===== config.mk =====
export PLATFORM = sky130hd
export DESIGN_NAME = dispatch_ctrl
export DESIGN_NICKNAME = d
export VERILOG_FILES = /design/src/rtl/disp_pkg.sv /design/src/rtl/instr_classifier.sv /design/src/rtl/dispatch_ctrl.sv
export SDC_FILE = /design/constraint.sdc
export NUM_CORES = 1
export LEC_CHECK = 0
export CORE_MARGIN = 2
export CORE_UTILIZATION = 40
export DETAILED_ROUTE_END_ITERATION = 16
export PLACE_DENSITY = 0.88
export SLEW_MARGIN = 20
export SYNTH_ARGS = -nofsm -noshare
export SYNTH_HDL_FRONTEND = slang
export SYNTH_SLANG_ARGS = --single-unit

===== constraint.sdc =====
create_clock -name clk -period 7.3 [get_ports clk]
set_input_delay 0.73 -clock clk [delete_from_list [all_inputs] [get_ports clk]]
set_output_delay 0.73 -clock clk [all_outputs]
set_load 0.02 [all_outputs]

===== src/rtl/disp_pkg.sv =====
`default_nettype none
// ============================================================================
//  Package     : disp_pkg
//  Description : Shared types and constants for the dual-issue dispatch
//                controller: instruction class encoding, RV32 opcode/funct7
//                fields used for classification, the canonical NOP word and
//                the dispatch FSM state encoding.
//  Revision    : 1.0 - initial release
// ============================================================================
package disp_pkg;

    // Instruction class as presented on disp*_class.
    typedef enum logic [1:0] {
        CLS_NOP = 2'd0,
        CLS_ALU = 2'd1,
        CLS_MUL = 2'd2,
        CLS_LD  = 2'd3
    } instr_class_t;

    localparam logic [6:0]  c_OPC_LOAD      = 7'b0000011;
    localparam logic [6:0]  c_OPC_OP        = 7'b0110011;
    localparam logic [6:0]  c_FUNCT7_MULDIV = 7'b0000001;
    // addi x0, x0, 0 - the canonical NOP encoding.
    localparam logic [31:0] c_NOP_WORD      = 32'h0000_0013;

    // Dispatch FSM: RUN dispatches normally, HOLD blocks dispatch after a flush.
    typedef enum logic [0:0] {
        ST_RUN  = 1'b0,
        ST_HOLD = 1'b1
    } disp_state_t;

endpackage : disp_pkg
`default_nettype wire


===== src/rtl/instr_classifier.sv =====
`default_nettype none
// ============================================================================
//  Module      : instr_classifier
//  Description : Combinational decode of a 32-bit instruction word into its
//                dispatch class (NOP / ALU / MUL / LD).
//  Ports       : instr       - 32-bit instruction word
//                instr_class - decoded class
//  Revision    : 1.0 - initial release
// ============================================================================
module instr_classifier
    import disp_pkg::*;
(
    input  logic [31:0]  instr,
    output instr_class_t instr_class
);

    logic [6:0] w_opcode;
    logic [6:0] w_funct7;

    assign w_opcode = instr[6:0];
    assign w_funct7 = instr[31:25];

    // The exact NOP word is checked first: it shares its opcode with the
    // ALU immediate group and must not be counted as an ALU operation.
    always_comb begin
        instr_class = CLS_ALU;
        if (instr == c_NOP_WORD) begin
            instr_class = CLS_NOP;
        end else if (w_opcode == c_OPC_LOAD) begin
            instr_class = CLS_LD;
        end else if ((w_opcode == c_OPC_OP) && (w_funct7 == c_FUNCT7_MULDIV)) begin
            instr_class = CLS_MUL;
        end
    end

endmodule : instr_classifier
`default_nettype wire


===== src/rtl/dispatch_ctrl.sv =====
`default_nettype none
// ============================================================================
//  Module      : dispatch_ctrl
//  Description : Two-wide in-order dispatch controller. Classifies the two
//                head instructions, checks reservation-station credit per
//                class, and tells the instruction queue how far to advance.
//                A flush blocks dispatch for FLUSH_CYCLES cycles and restores
//                all credit.
//  Ports       : clk, reset (async, active-low)
//                instr1/instr2           - head / head+1 instruction words
//                rel_alu/rel_mul/rel_ld  - one entry of that class freed
//                flush                   - squash pulse
//                shift_count             - number of slots dispatched (0..2)
//                disp1/2_valid, _class   - per-slot dispatch and class
//                stall_count             - RUN cycles with zero dispatch
//  Revision    : 1.0 - initial release
// ============================================================================
module dispatch_ctrl
    import disp_pkg::*;
#(
    parameter int ALU_SLOTS    = 4,
    parameter int MUL_SLOTS    = 2,
    parameter int LD_SLOTS     = 3,
    parameter int FLUSH_CYCLES = 3
) (
    input  logic        clk,
    input  logic        reset,
    input  logic [31:0] instr1,
    input  logic [31:0] instr2,
    input  logic        rel_alu,
    input  logic        rel_mul,
    input  logic        rel_ld,
    input  logic        flush,
    output logic [1:0]  shift_count,
    output logic        disp1_valid,
    output logic        disp2_valid,
    output logic [1:0]  disp1_class,
    output logic [1:0]  disp2_class,
    output logic [15:0] stall_count
);

    localparam int c_ALU_W  = $clog2(ALU_SLOTS + 1);
    localparam int c_MUL_W  = $clog2(MUL_SLOTS + 1);
    localparam int c_LD_W   = $clog2(LD_SLOTS + 1);
    localparam int c_HOLD_W = (FLUSH_CYCLES > 1) ? $clog2(FLUSH_CYCLES) : 1;

    localparam logic [c_ALU_W-1:0]  c_ALU_MAX   = c_ALU_W'(ALU_SLOTS);
    localparam logic [c_MUL_W-1:0]  c_MUL_MAX   = c_MUL_W'(MUL_SLOTS);
    localparam logic [c_LD_W-1:0]   c_LD_MAX    = c_LD_W'(LD_SLOTS);
    localparam logic [c_HOLD_W-1:0] c_HOLD_INIT = c_HOLD_W'(FLUSH_CYCLES - 1);

    disp_state_t         r_state;
    logic [c_HOLD_W-1:0] r_hold_cnt;
    logic [c_ALU_W-1:0]  r_free_alu;
    logic [c_MUL_W-1:0]  r_free_mul;
    logic [c_LD_W-1:0]   r_free_ld;
    logic [15:0]         r_stall;

    instr_class_t w_class1;
    instr_class_t w_class2;
    logic         w_run;
    logic         w_slot1_ok;
    logic         w_slot2_ok;
    logic         w_d1;
    logic         w_d2;
    logic [1:0]   w_alloc_alu;
    logic [1:0]   w_alloc_mul;
    logic [1:0]   w_alloc_ld;
    logic [c_ALU_W:0] w_alu_sum;
    logic [c_MUL_W:0] w_mul_sum;
    logic [c_LD_W:0]  w_ld_sum;
    logic [c_ALU_W-1:0] w_alu_nxt;
    logic [c_MUL_W-1:0] w_mul_nxt;
    logic [c_LD_W-1:0]  w_ld_nxt;

    instr_classifier u_cls1 (.instr(instr1), .instr_class(w_class1));
    instr_classifier u_cls2 (.instr(instr2), .instr_class(w_class2));

    // Reset is folded in so outputs read zero while reset is held low,
    // independent of whatever the queue is presenting.
    assign w_run = reset && (r_state == ST_RUN) && !flush;

    always_comb begin
        w_slot1_ok = 1'b1;
        case (w_class1)
            CLS_ALU: w_slot1_ok = (r_free_alu != '0);
            CLS_MUL: w_slot1_ok = (r_free_mul != '0);
            CLS_LD:  w_slot1_ok = (r_free_ld  != '0);
            default: w_slot1_ok = 1'b1;
        endcase
    end

    // Slot 2 sees credit net of slot 1's allocation: a same-class pair needs
    // two free entries. Two MULs never pair because there is one MUL port.
    always_comb begin
        w_slot2_ok = 1'b1;
        case (w_class2)
            CLS_ALU: w_slot2_ok = (w_class1 == CLS_ALU) ? (r_free_alu > c_ALU_W'(1))
                                                        : (r_free_alu != '0);
            CLS_MUL: w_slot2_ok = (w_class1 != CLS_MUL) && (r_free_mul != '0);
            CLS_LD:  w_slot2_ok = (w_class1 == CLS_LD)  ? (r_free_ld > c_LD_W'(1))
                                                        : (r_free_ld != '0);
            default: w_slot2_ok = 1'b1;
        endcase
    end

    assign w_d1 = w_run && w_slot1_ok;
    assign w_d2 = w_d1 && w_slot2_ok;

    assign disp1_valid = w_d1;
    assign disp2_valid = w_d2;
    assign disp1_class = w_d1 ? w_class1 : CLS_NOP;
    assign disp2_class = w_d2 ? w_class2 : CLS_NOP;
    assign shift_count = {1'b0, w_d1} + {1'b0, w_d2};
    assign stall_count = r_stall;

    assign w_alloc_alu = 2'(w_d1 && (w_class1 == CLS_ALU)) + 2'(w_d2 && (w_class2 == CLS_ALU));
    assign w_alloc_mul = 2'(w_d1 && (w_class1 == CLS_MUL)) + 2'(w_d2 && (w_class2 == CLS_MUL));
    assign w_alloc_ld  = 2'(w_d1 && (w_class1 == CLS_LD))  + 2'(w_d2 && (w_class2 == CLS_LD));

    // Allocation never exceeds credit, so the sum cannot underflow. It only
    // exceeds the maximum for a release against a full, unallocated pool,
    // which is clamped away.
    assign w_alu_sum = {1'b0, r_free_alu} - (c_ALU_W+1)'(w_alloc_alu) + (c_ALU_W+1)'(rel_alu);
    assign w_mul_sum = {1'b0, r_free_mul} - (c_MUL_W+1)'(w_alloc_mul) + (c_MUL_W+1)'(rel_mul);
    assign w_ld_sum  = {1'b0, r_free_ld}  - (c_LD_W+1)'(w_alloc_ld)   + (c_LD_W+1)'(rel_ld);

    assign w_alu_nxt = (w_alu_sum > {1'b0, c_ALU_MAX}) ? c_ALU_MAX : w_alu_sum[c_ALU_W-1:0];
    assign w_mul_nxt = (w_mul_sum > {1'b0, c_MUL_MAX}) ? c_MUL_MAX : w_mul_sum[c_MUL_W-1:0];
    assign w_ld_nxt  = (w_ld_sum  > {1'b0, c_LD_MAX})  ? c_LD_MAX  : w_ld_sum[c_LD_W-1:0];

    always_ff @(posedge clk or negedge reset) begin
        if (!reset) begin
            r_state    <= ST_RUN;
            r_hold_cnt <= '0;
            r_free_alu <= c_ALU_MAX;
            r_free_mul <= c_MUL_MAX;
            r_free_ld  <= c_LD_MAX;
            r_stall    <= '0;
        end else if (flush) begin
            // Squashed instructions never return credit, so the pools are
            // restored wholesale and this cycle's releases are dropped.
            r_state    <= ST_HOLD;
            r_hold_cnt <= c_HOLD_INIT;
            r_free_alu <= c_ALU_MAX;
            r_free_mul <= c_MUL_MAX;
            r_free_ld  <= c_LD_MAX;
        end else begin
            r_free_alu <= w_alu_nxt;
            r_free_mul <= w_mul_nxt;
            r_free_ld  <= w_ld_nxt;
            case (r_state)
                ST_RUN: begin
                    if ((shift_count == 2'd0) && (r_stall != 16'hFFFF)) begin
                        r_stall <= r_stall + 16'd1;
                    end
                end
                ST_HOLD: begin
                    if (r_hold_cnt == '0) begin
                        r_state <= ST_RUN;
                    end else begin
                        r_hold_cnt <= r_hold_cnt - c_HOLD_W'(1);
                    end
                end
                default: r_state <= ST_RUN;
            endcase
        end
    end

endmodule : dispatch_ctrl
`default_nettype wire

## Word level (Yosys, flattened, before mapping)

Index checks and enable logic that the tools add are counted.

| operators by class | value |
|---|---|
| $add $sub $neg | 12 |
| order comparisons | 5 |
| equality and inequality tests | 17 |
| muxes and demuxes | 24 |
| bitwise logic cells | 2 |
| reduce and logical (&&, ||, !) cells | 23 |

Operators with widths:

| operator | count |
|---|---|
| 32-bit by 5-bit equality test with 1-bit output, second input constant | 2 |
| 2-bit 2-to-1 mux | 15 |
| 16-bit by 1-bit adder with 16-bit output, second input constant | 1 |
| 16-bit inequality test, second input constant | 1 |
| 7-bit by 1-bit equality test with 1-bit output, second input constant | 2 |
| 7-bit by 2-bit equality test with 1-bit output, second input constant | 2 |
| 7-bit by 6-bit equality test with 1-bit output, second input constant | 2 |
| 1-bit logical AND | 14 |
| 1-bit by 1-bit adder with 2-bit output | 4 |
| 2-bit equality test, second input constant | 4 |
| 3-bit by 1-bit adder with 3-bit output | 2 |
| 3-bit by 2-bit > comparator with 1-bit output, second input constant | 2 |
| 3-bit 2-to-1 mux | 2 |
| 1-bit one-hot mux with 3 select lines | 2 |
| 2-bit nonzero test | 3 |
| 2-bit by 2-bit subtractor with 3-bit output | 2 |
| 1-bit 2-to-1 mux | 5 |
| 4-bit by 1-bit adder with 4-bit output | 1 |
| 2-bit by 1-bit equality test with 1-bit output, second input constant | 2 |
| 4-bit by 3-bit > comparator with 1-bit output, second input constant | 1 |
| 2-bit logical NOT | 2 |
| 2-bit inequality test, second input constant | 2 |
| 3-bit by 2-bit subtractor with 4-bit output | 1 |
| 3-bit by 1-bit > comparator with 1-bit output, second input constant | 1 |
| other kinds (7) | 8 |

| storage, ports and cells | value |
|---|---|
| bits in registers | 26 |

## Logic depth before layout (Yosys ltp)

Gate-level depths: netlist (run 1).

| depth | value |
|---|---|
| word-level depth | 16 |
| depth in mapped cells | 17 |

## Hierarchy

From an unflattened synthesis (run 1), not the netlist that was laid out.

| unflattened totals | value |
|---|---|
| cells, all modules | 189 |
| area, all modules | 1,893.1 µm² |

Modules (own cells, without submodules):

| module | instances | cells each | area each (µm²) | sequential area each (µm²) |
|---|---|---|---|---|
| dispatch_ctrl | 1 | 159 | 1,657.8 | 655.6 |
| instr_classifier | 2 | 15 | 117.6 | 0.0 |

## Worst setup path after synthesis (run 1)

OpenSTA, ideal clock, no wires.

| timing | value |
|---|---|
| path kind | input port to flip-flop |
| from | input port instr1[6] |
| to | register r_free_alu[0] |
| setup time | 66 ps |
| data arrival time | 4,025 ps |
| data required time | 7,234 ps |
| path slack | 3,209 ps |
| stages on the path | 17 |
| buffers on the path | 0 |
| path through | nor4b_4 -> nand2_2 -> or4_4 -> a31o_4 -> inv_6 -> nand2b_2 -> nand2b_4 -> nor2_1 -> fa_1 -> inv_1 -> ha_1 -> ha_1 -> inv_1 -> fa_1 -> xor2_1 -> nor3b_1 -> and2_1 |

| between the ends | value |
|---|---|
| word-level cells in the longest chain between the ends | 16 |
| elaborated cells on any way between the ends | 26 |

Ends and longest elaborated chain:

| element | RTL line | source |
|---|---|---|
| start, declared | dispatch_ctrl.sv:28 | `input logic [31:0] instr1,` |
| 7-bit by 6-bit equality test with 1-bit output | instr_classifier.sv:31 | `end else if ((w_opcode == c_OPC_OP) && (w_funct7 == c_FUNCT7_MULDIV)) begin` |
| 1-bit logical AND | instr_classifier.sv:31 |  |
| 2-bit 2-to-1 mux | instr_classifier.sv:31 |  |
| 2-bit 2-to-1 mux | instr_classifier.sv:29 | `end else if (w_opcode == c_OPC_LOAD) begin` |
| 2-bit 2-to-1 mux * | instr_classifier.sv:27 | `if (instr == c_NOP_WORD) begin` |
| 2-bit equality test / 2-bit by 1-bit equality test with 1-bit output (equally long branches) | dispatch_ctrl.sv:85 | `case (w_class1)` |
| 1-bit one-hot mux with 3 select lines * | dispatch_ctrl.sv:85 |  |
| 1-bit logical AND * | dispatch_ctrl.sv:107 | `assign w_d1 = w_run && w_slot1_ok;` |
| via disp1_valid | dispatch_ctrl.sv:35 | `output logic disp1_valid,` |
| 1-bit logical AND | dispatch_ctrl.sv:108 | `assign w_d2 = w_d1 && w_slot2_ok;` |
| 1-bit logical AND | dispatch_ctrl.sv:117 | `assign w_alloc_alu = 2'(w_d1 && (w_class1 == CLS_ALU)) + 2'(w_d2 && (w_class2 == CLS_ALU));` |
| 1-bit by 1-bit adder with 2-bit output * | dispatch_ctrl.sv:117 |  |
| 3-bit by 2-bit subtractor with 4-bit output * | dispatch_ctrl.sv:124 | `assign w_alu_sum = {1'b0, r_free_alu} - (c_ALU_W+1)'(w_alloc_alu) + (c_ALU_W+1)'(rel_alu);` |
| 4-bit by 1-bit adder with 4-bit output * | dispatch_ctrl.sv:124 |  |
| 4-bit by 3-bit > comparator with 1-bit output | dispatch_ctrl.sv:128 | `assign w_alu_nxt = (w_alu_sum > {1'b0, c_ALU_MAX}) ? c_ALU_MAX : w_alu_sum[c_ALU_W-1:0];` |
| 3-bit 2-to-1 mux * | dispatch_ctrl.sv:128 |  |
| 3-bit 2-to-1 mux * | dispatch_ctrl.sv:140 | `end else if (flush) begin` |
| end signal, assigned | dispatch_ctrl.sv:136 | `r_free_alu <= c_ALU_MAX;` |
| end signal, assigned | dispatch_ctrl.sv:145 | `r_free_alu <= c_ALU_MAX;` |
| end signal, assigned | dispatch_ctrl.sv:149 | `r_free_alu <= w_alu_nxt;` |
| end, declared | dispatch_ctrl.sv:54 | `logic [c_ALU_W-1:0] r_free_alu;` |

Mark *: on every way through the listed nets, which the timed path passes. The rest lies on a longest branch.
A chain may end at the register's enable or synchronous reset.

## Worst setup path after layout (run 1)

| timing | value |
|---|---|
| from | input port instr1[6] |
| to | register r_free_alu[0] |

| between the ends | value |
|---|---|
| word-level cells in the longest chain between the ends | 16 |
| elaborated cells on any way between the ends | 26 |

Ends and longest elaborated chain:

| element | RTL line | source |
|---|---|---|
| 7-bit by 6-bit equality test with 1-bit output | instr_classifier.sv:31 |  |
| 1-bit logical AND | instr_classifier.sv:31 |  |
| 2-bit 2-to-1 mux | instr_classifier.sv:31 |  |
| 2-bit 2-to-1 mux | instr_classifier.sv:29 |  |
| 2-bit 2-to-1 mux * | instr_classifier.sv:27 |  |
| 2-bit equality test (tied with other cells) | dispatch_ctrl.sv:85, dispatch_ctrl.sv:101 |  |
| 1-bit 2-to-1 mux (tied with other cells) | dispatch_ctrl.sv:101 | `CLS_LD: w_slot2_ok = (w_class1 == CLS_LD) ? (r_free_ld > c_LD_W'(1))` |
| 1-bit one-hot mux with 3 select lines / 1-bit logical AND (equally long branches) | dispatch_ctrl.sv:97, dispatch_ctrl.sv:107 |  |
| 1-bit logical AND | dispatch_ctrl.sv:108 |  |
| 1-bit logical AND | dispatch_ctrl.sv:117 |  |
| 1-bit by 1-bit adder with 2-bit output * | dispatch_ctrl.sv:117 |  |
| 3-bit by 2-bit subtractor with 4-bit output * | dispatch_ctrl.sv:124 |  |
| 4-bit by 1-bit adder with 4-bit output * | dispatch_ctrl.sv:124 |  |
| 4-bit by 3-bit > comparator with 1-bit output | dispatch_ctrl.sv:128 |  |
| 3-bit 2-to-1 mux * | dispatch_ctrl.sv:128 |  |
| 3-bit 2-to-1 mux * | dispatch_ctrl.sv:140 |  |

Mark *: on every way between the ends. The rest lies on a longest branch, timed or not.

==> results of run 1 <==
==> registers in the layout, indices dropped and copies added, names as in the netlist <==
signal       flops
r_free_ld        2
r_state          1
r_free_alu       3
r_free_mul       2
r_hold_cnt       2
stall_count     16
==> power by group through the flow <==
stage | Combinational, mW | Sequential [mW] | Clock, mW
after floorplan | 0.0793 | 0.191 | 0
after global placement | 0.162 | 0.187 | 0
after detailed placement | 0.168 | 0.188 | 0
after CTS | 0.169 | 0.185 | 0.120
after global routing | 0.184 | 0.190 | 0.126
final | 0.168 | 0.186 | 0.118
==> synth_stat cells, drive strengths merged, types with 2 or more instances <==
cell and instances:
a21oi 4, and2 4, and3 4, clkbuf 3
dfrtp 22, dfstp 4, fa 4, ha 11
inv 20, nand2 10, nand2b 5, nand3 11
nand4 10, nor2 17, nor2b 3, nor3 5
nor3b 2, nor4 14, or2 2, or3 5
or4 2, xnor2 13, xor2 5
==> layer usage <==
layer,wire length [um],track usage
met2,2740,0.365
met5,0,0
met3,151,0.0319
met4,46,0.0356
met1,2130,0.265
==> stage by stage <==
| stage | hold WS (ns) | utilization | setup slack, ns |
|---|---|---|---|
| floorplan | 0.434 | - | 3.21 |
| global placement | 0.474 | 0.648 | 2.62 |
| detailed placement | 0.496 | 0.648 | 2.50 |
| CTS | 0.507 | 0.664 | 2.78 |
| global route | 0.520 | 0.664 | 2.43 |
| finish | 0.511 | 0.664 | 2.78 |
==> worst min path at each step <==
stage | endpoint | cells past startpoint
floorplan | r_free_alu[0] | 0
global placement | r_hold_cnt[1] | 1
detailed placement | stall_count[13] | 1
CTS | stall_count[13] | 1
global route | stall_count[13] | 1
finish | stall_count[13] | 1
==> critical path: stages <==
cell	delay, ns
clkdlybuf4s50_1	0.46
nor4b_4	0.35
nand2_2	0.12
or4_4	0.52
a31o_4	0.28
inv_6	0.08
nand2b_2	0.07
nand2b_4	0.16
nor2_1	0.14
fa_1	0.43
inv_1	0.08
ha_1	0.14
ha_1	0.14
inv_1	0.05
fa_1	0.37
xor2_1	0.15
nor3b_1	0.27
and2_1	0.18
==> kinds of logic after synthesis <==
| kind of cell | after synthesis | synth area share |
|---|---|---|
| XOR/XNOR | 18 | 0.0844 |
| adder cells (fa/ha/maj) | 15 | 0.117 |
| multiplexers | 2 | 0.0134 |
| flip-flops | 26 | 0.351 |
| AND/OR/NAND/NOR | 98 | 0.330 |
| AO/OA/AOI/OAI | 12 | 0.0550 |
| buffers and inverters | 23 | 0.0489 |
==> layout make-up <==
class                           instances  area [sq um]  area share
Sequential cell                        26           656       0.224
Inverter                               20          80.1      0.0273
Timing Repair Buffer                   94           938       0.320
Multi-Input combinational cell        145          1120       0.382
Clock buffer                            3          41.3      0.0141
Tap cell                               52          65.1      0.0222
Clock inverter                          1          30.0      0.0102
==> results.cfg, run 1 <==
[final_layout]
diodes = 0
final_cells = 341
area_delta_synth_final_pct = 57.0
nNetsFinal = 375
drive_gt1_frac = 0.0796
final_cell_mix = 93 x clkdlybuf4s50_1, 22 x dfrtp_1, 19 x inv_1
final_area_sq_um = 2930
fillers = 359
final_common_cell = clkdlybuf4s50_1

[setup_path]
crit_required_ns = 7.51
cp-startpoint = instr1[6]
cp-end-kind = flop
path_max_fanout = 4
reg2reg_depth = 16
reg2reg_slack_ns = 3.84
critPathCapture = r_free_alu[0]
reg2reg_to = r_free_alu[0]
critPathArrivalTime_ns = 4.73
crit_type = in2reg
cp-start-kind = input port
rr_startpoint = r_free_mul[0]

[clock_tree]
cts_tree = built
cts_hold_buffers = 0
cts.repair.resized = 0
path_clk_slew_ns = 0.09
clockBufferDepth = 2
clockRootBuffer = clkbuf_8
clock_sinks = 26
cts_made_buffers = 3
cts_htree_levels = 1
insertion_delay_ns = 0.27
cts_setup_buffers = 0

[synth]
synth_top_area_cell = dfrtp_1
netlist_top_cells_area = dfrtp_1 29%, ha_1 7.4%, xnor2_1 6.1%
yosysWarningCount = 0
synth-seq-cells = 26
yosysSeqAreaShare = 0.351
async_flop_share = 1.00
ys_types = 46
ys_dominant_reg_cell = dfrtp_1
syn-num-nets = 279
synth-edff-count = 0
syn_avg_cell_area_sq_um = 9.62
synth_top_area_frac = 0.295
netlist_instances = 194
syn_area_sq_um = 1870

[sta]
tightestPinTransition_ns = 0.424
max_freq_mhz = 221
finalHoldViolCount = 0
setup_viol = 0
rsz0062_at_grt = no
worst_clock_skew_ns = 0.00133
setup_tns_ns = 0
slew_violations = 0
post-route-period-util = 0.620
slew_headroom = 0.716
period_minus_slack_ns = 4.52

[job]
maxCapViolations = 0

[floorplanning]
start_util = 0.423
die_area_sq_um = 5230
rows = 24
dieWidth_um = 72.3
ioPinCount = 94
die_y_um = 72.3
coreArea_sq_um = 4410

[power_and_ir_drop]
p_int_mw = 0.329
ir_drop_uv = 100
power_per_cell_area_nw_per_um2 = 161
p_seq_frac = 0.394
power.total_mw = 0.472
power_switching_mw = 0.143
p_sw_frac = 0.302
p_clk_frac = 0.249
p_leak_nw = 1.21
pwr-share-comb = 0.357

[detailed_routing]
drt-initial-drc-count = 146
avgRoutedWirePerCell_um = 14.9
first_pass_iters = 4
via_per_inst = 5.13
antenna_left = 0
drc = 0
totalWireLength_mm = 5.08
vias = 1750

[global_routing]
antenna_found_initial = 0
grt_pass1_vias = 1783
grt_first_pass_wirelength_mm = 8.45
grtUsageTotal = 0.205
grt_max_degree = 28
grt_remaining_overflow = 0

[placed_design]
postPlaceCellArea_sq_um = 2860
hpwl_mm = 4.21
place.gp.congestion = 0.838
io_buffers = 93
dp_cells = 337

[outcome]
status = completed

[hold_path]
hold_class = reg2reg
min-delay-start = stall_count[13]
Note: power is estimated with default switching activity, not from simulation.
==> run 2, diff against run 1 <==
Clock period 7.3 ns to 4.3 ns, I/O delays scaled along.
==> run 2 against run 1 <==
Global-route usage increased by 0.14 points. Non-clock buffer count increased by 6. Sequential power grew 69%. Critical path depth stayed put. Largest power group unchanged. Via count is 3.7% higher. Worst hold slack lost 0.021 ns. Register-to-register slack got worse by 2.9 ns. Sequential cell count unchanged. Setup slack got worse by 2.5 ns. Critical endpoint is now r_free_alu[1].
==> results.cfg, run 2 (same netlist as run 1, synthesis figures left out) <==
[power_and_ir_drop]
p_leak_nw = 1.23
ir_drop_uv = 255
power_per_cell_area_nw_per_um2 = 254

[floorplanning]
die_area_sq_um = 5230
start_util = 0.423
die_y_um = 72.3
ioPinCount = 94
rows = 24
dieWidth_um = 72.3
coreArea_sq_um = 4410

[clock_tree]
cts_tree = built
cts_htree_levels = 1
cts_setup_buffers = 0
clockBufferDepth = 2
cts_made_buffers = 3
insertion_delay_ns = 0.27
clock_sinks = 26
clockRootBuffer = clkbuf_8
path_clk_slew_ns = 0.09

[global_routing]
grt_max_degree = 27
met1_usage = 0.258
grt_first_pass_wirelength_mm = 8.56
grtUsageTotal = 0.206
met3_usage = 0.0361
grt_remaining_overflow = 0
grt_pass1_vias = 1877
top_usage_layer = met2
antenna_found_initial = 0
grt_use_met2 = 0.374

[sta]
post-route-period-util = 0.938
period_minus_slack_ns = 4.03
slew_headroom = 0.727
hold_ws_ns = 0.490
slew_violations = 0
rsz0062_at_grt = no
tightestPinTransition_ns = 0.406
finalHoldViolCount = 0
setup_viol = 0
max_freq_mhz = 248
setup_tns_ns = 0
worst_clock_skew_ns = 0.00643

[final_layout]
drive_gt1_frac = 0.0983
largest_register_ffs = 16
area_delta_synth_final_pct = 58.2
diodes = 0
finish.utilization = 0.669
final_cell_mix = 93 x clkdlybuf4s50_1, 22 x dfrtp_1, 19 x inv_1
final_area_sq_um = 2950
final_cells = 347
nNetsFinal = 381
final_common_cell = clkdlybuf4s50_1

[placed_design]
dp_cells = 343
hpwl_mm = 4.33
postPlaceCellArea_sq_um = 2900
place.gp.congestion = 0.774
io_buffers = 93

[detailed_routing]
vias = 1814
avgRoutedWirePerCell_um = 14.7
via_per_inst = 5.23
totalWireLength_mm = 5.08
first_pass_iters = 4
drt-initial-drc-count = 108
antenna_left = 0
drc = 0

[outcome]
status = completed

[job]
maxCapViolations = 0

[setup_path]
crit_type = in2reg
path_max_fanout = 3
cp-start-kind = input port
reg2reg_slack_ns = 0.98
reg2reg_to = r_free_alu[1]
crit_required_ns = 4.51
cp-startpoint = instr1[6]
reg2reg_depth = 16
critPathArrivalTime_ns = 4.25
rr_startpoint = r_free_mul[0]
cp-end-kind = flop

[hold_path]
hold_class = reg2reg
min-delay-start = r_hold_cnt[1]
hold_end = r_hold_cnt[1]
min_path_cells = 1
run 2: changes by cell type in the layout (fill, tap and decap cells not counted), sizes merged:
cell | previous run | this run
buf | 1 | 7
bufinv | 1 | 0
clkbuf | 3 | 4
run 2: timing repair:
item,4_1_cts,5_1_grt
gates resized for setup,0,1
hold buffers,0,0
endpoints found under the hold margin,0,0
endpoints found under the setup margin,0,2
run 2: how the worst max path moves through the flow:
stage | cells after the start | endpoint | slack [ns]
2_1_floorplan | 17 | r_free_alu[0] | 0.51
3_3_place_gp | 18 | r_free_alu[0] | 0.04
3_5_place_dp | 18 | r_free_alu[0] | -0.17
4_1_cts | 18 | r_free_alu[0] | 0.13
5_1_grt | 18 | r_free_alu[0] | 0.08
6_report | 18 | r_free_alu[1] | 0.27
run 2: routing by layer:
metal  vias to the layer above  routed length [um]
met5                         -                   0
met4                         0                  57
li1                        889                   -
met3                        10                 192
met2                        45                2660
met1                       870                2170
run 2: area by class of cell:
class	instances	area, sq um
clock buffers	4	45.0
fillers	358	1460
inverters	20	80.1
multi-input cells	145	1120
flip-flops and latches	26	656
well taps	52	65.1
repair buffers	100	983
run 2: worst max-delay path, cell delays in order:
cell and delay, ns:
clkdlybuf4s50_1 0.45, nor4b_4 0.35, nand2_2 0.10, or4_4 0.52, a31o_4 0.27, inv_6 0.05, nand2b_2 0.07, nand2b_4 0.15
nor2_1 0.13, fa_1 0.42, inv_1 0.06, ha_1 0.14, ha_1 0.13, inv_1 0.04, fa_1 0.37, xor2_1 0.16
nor3b_2 0.22, and2_1 0.17
run 2: power by group:
group          leakage, nW  switching [mW]  internal, mW
combinational        0.878           0.134         0.161
sequential           0.329          0.0372         0.278
clock               0.0228          0.0746        0.0664
run 2: through the flow:
stage / power, mW / setup WS [ns]
CTS: 0.754 / 0.131
global placement: 0.599 / 0.0422
finish: 0.751 / 0.267
floorplan: 0.460 / 0.509
detailed placement: 0.613 / -0.169
global route: 0.796 / 0.0806
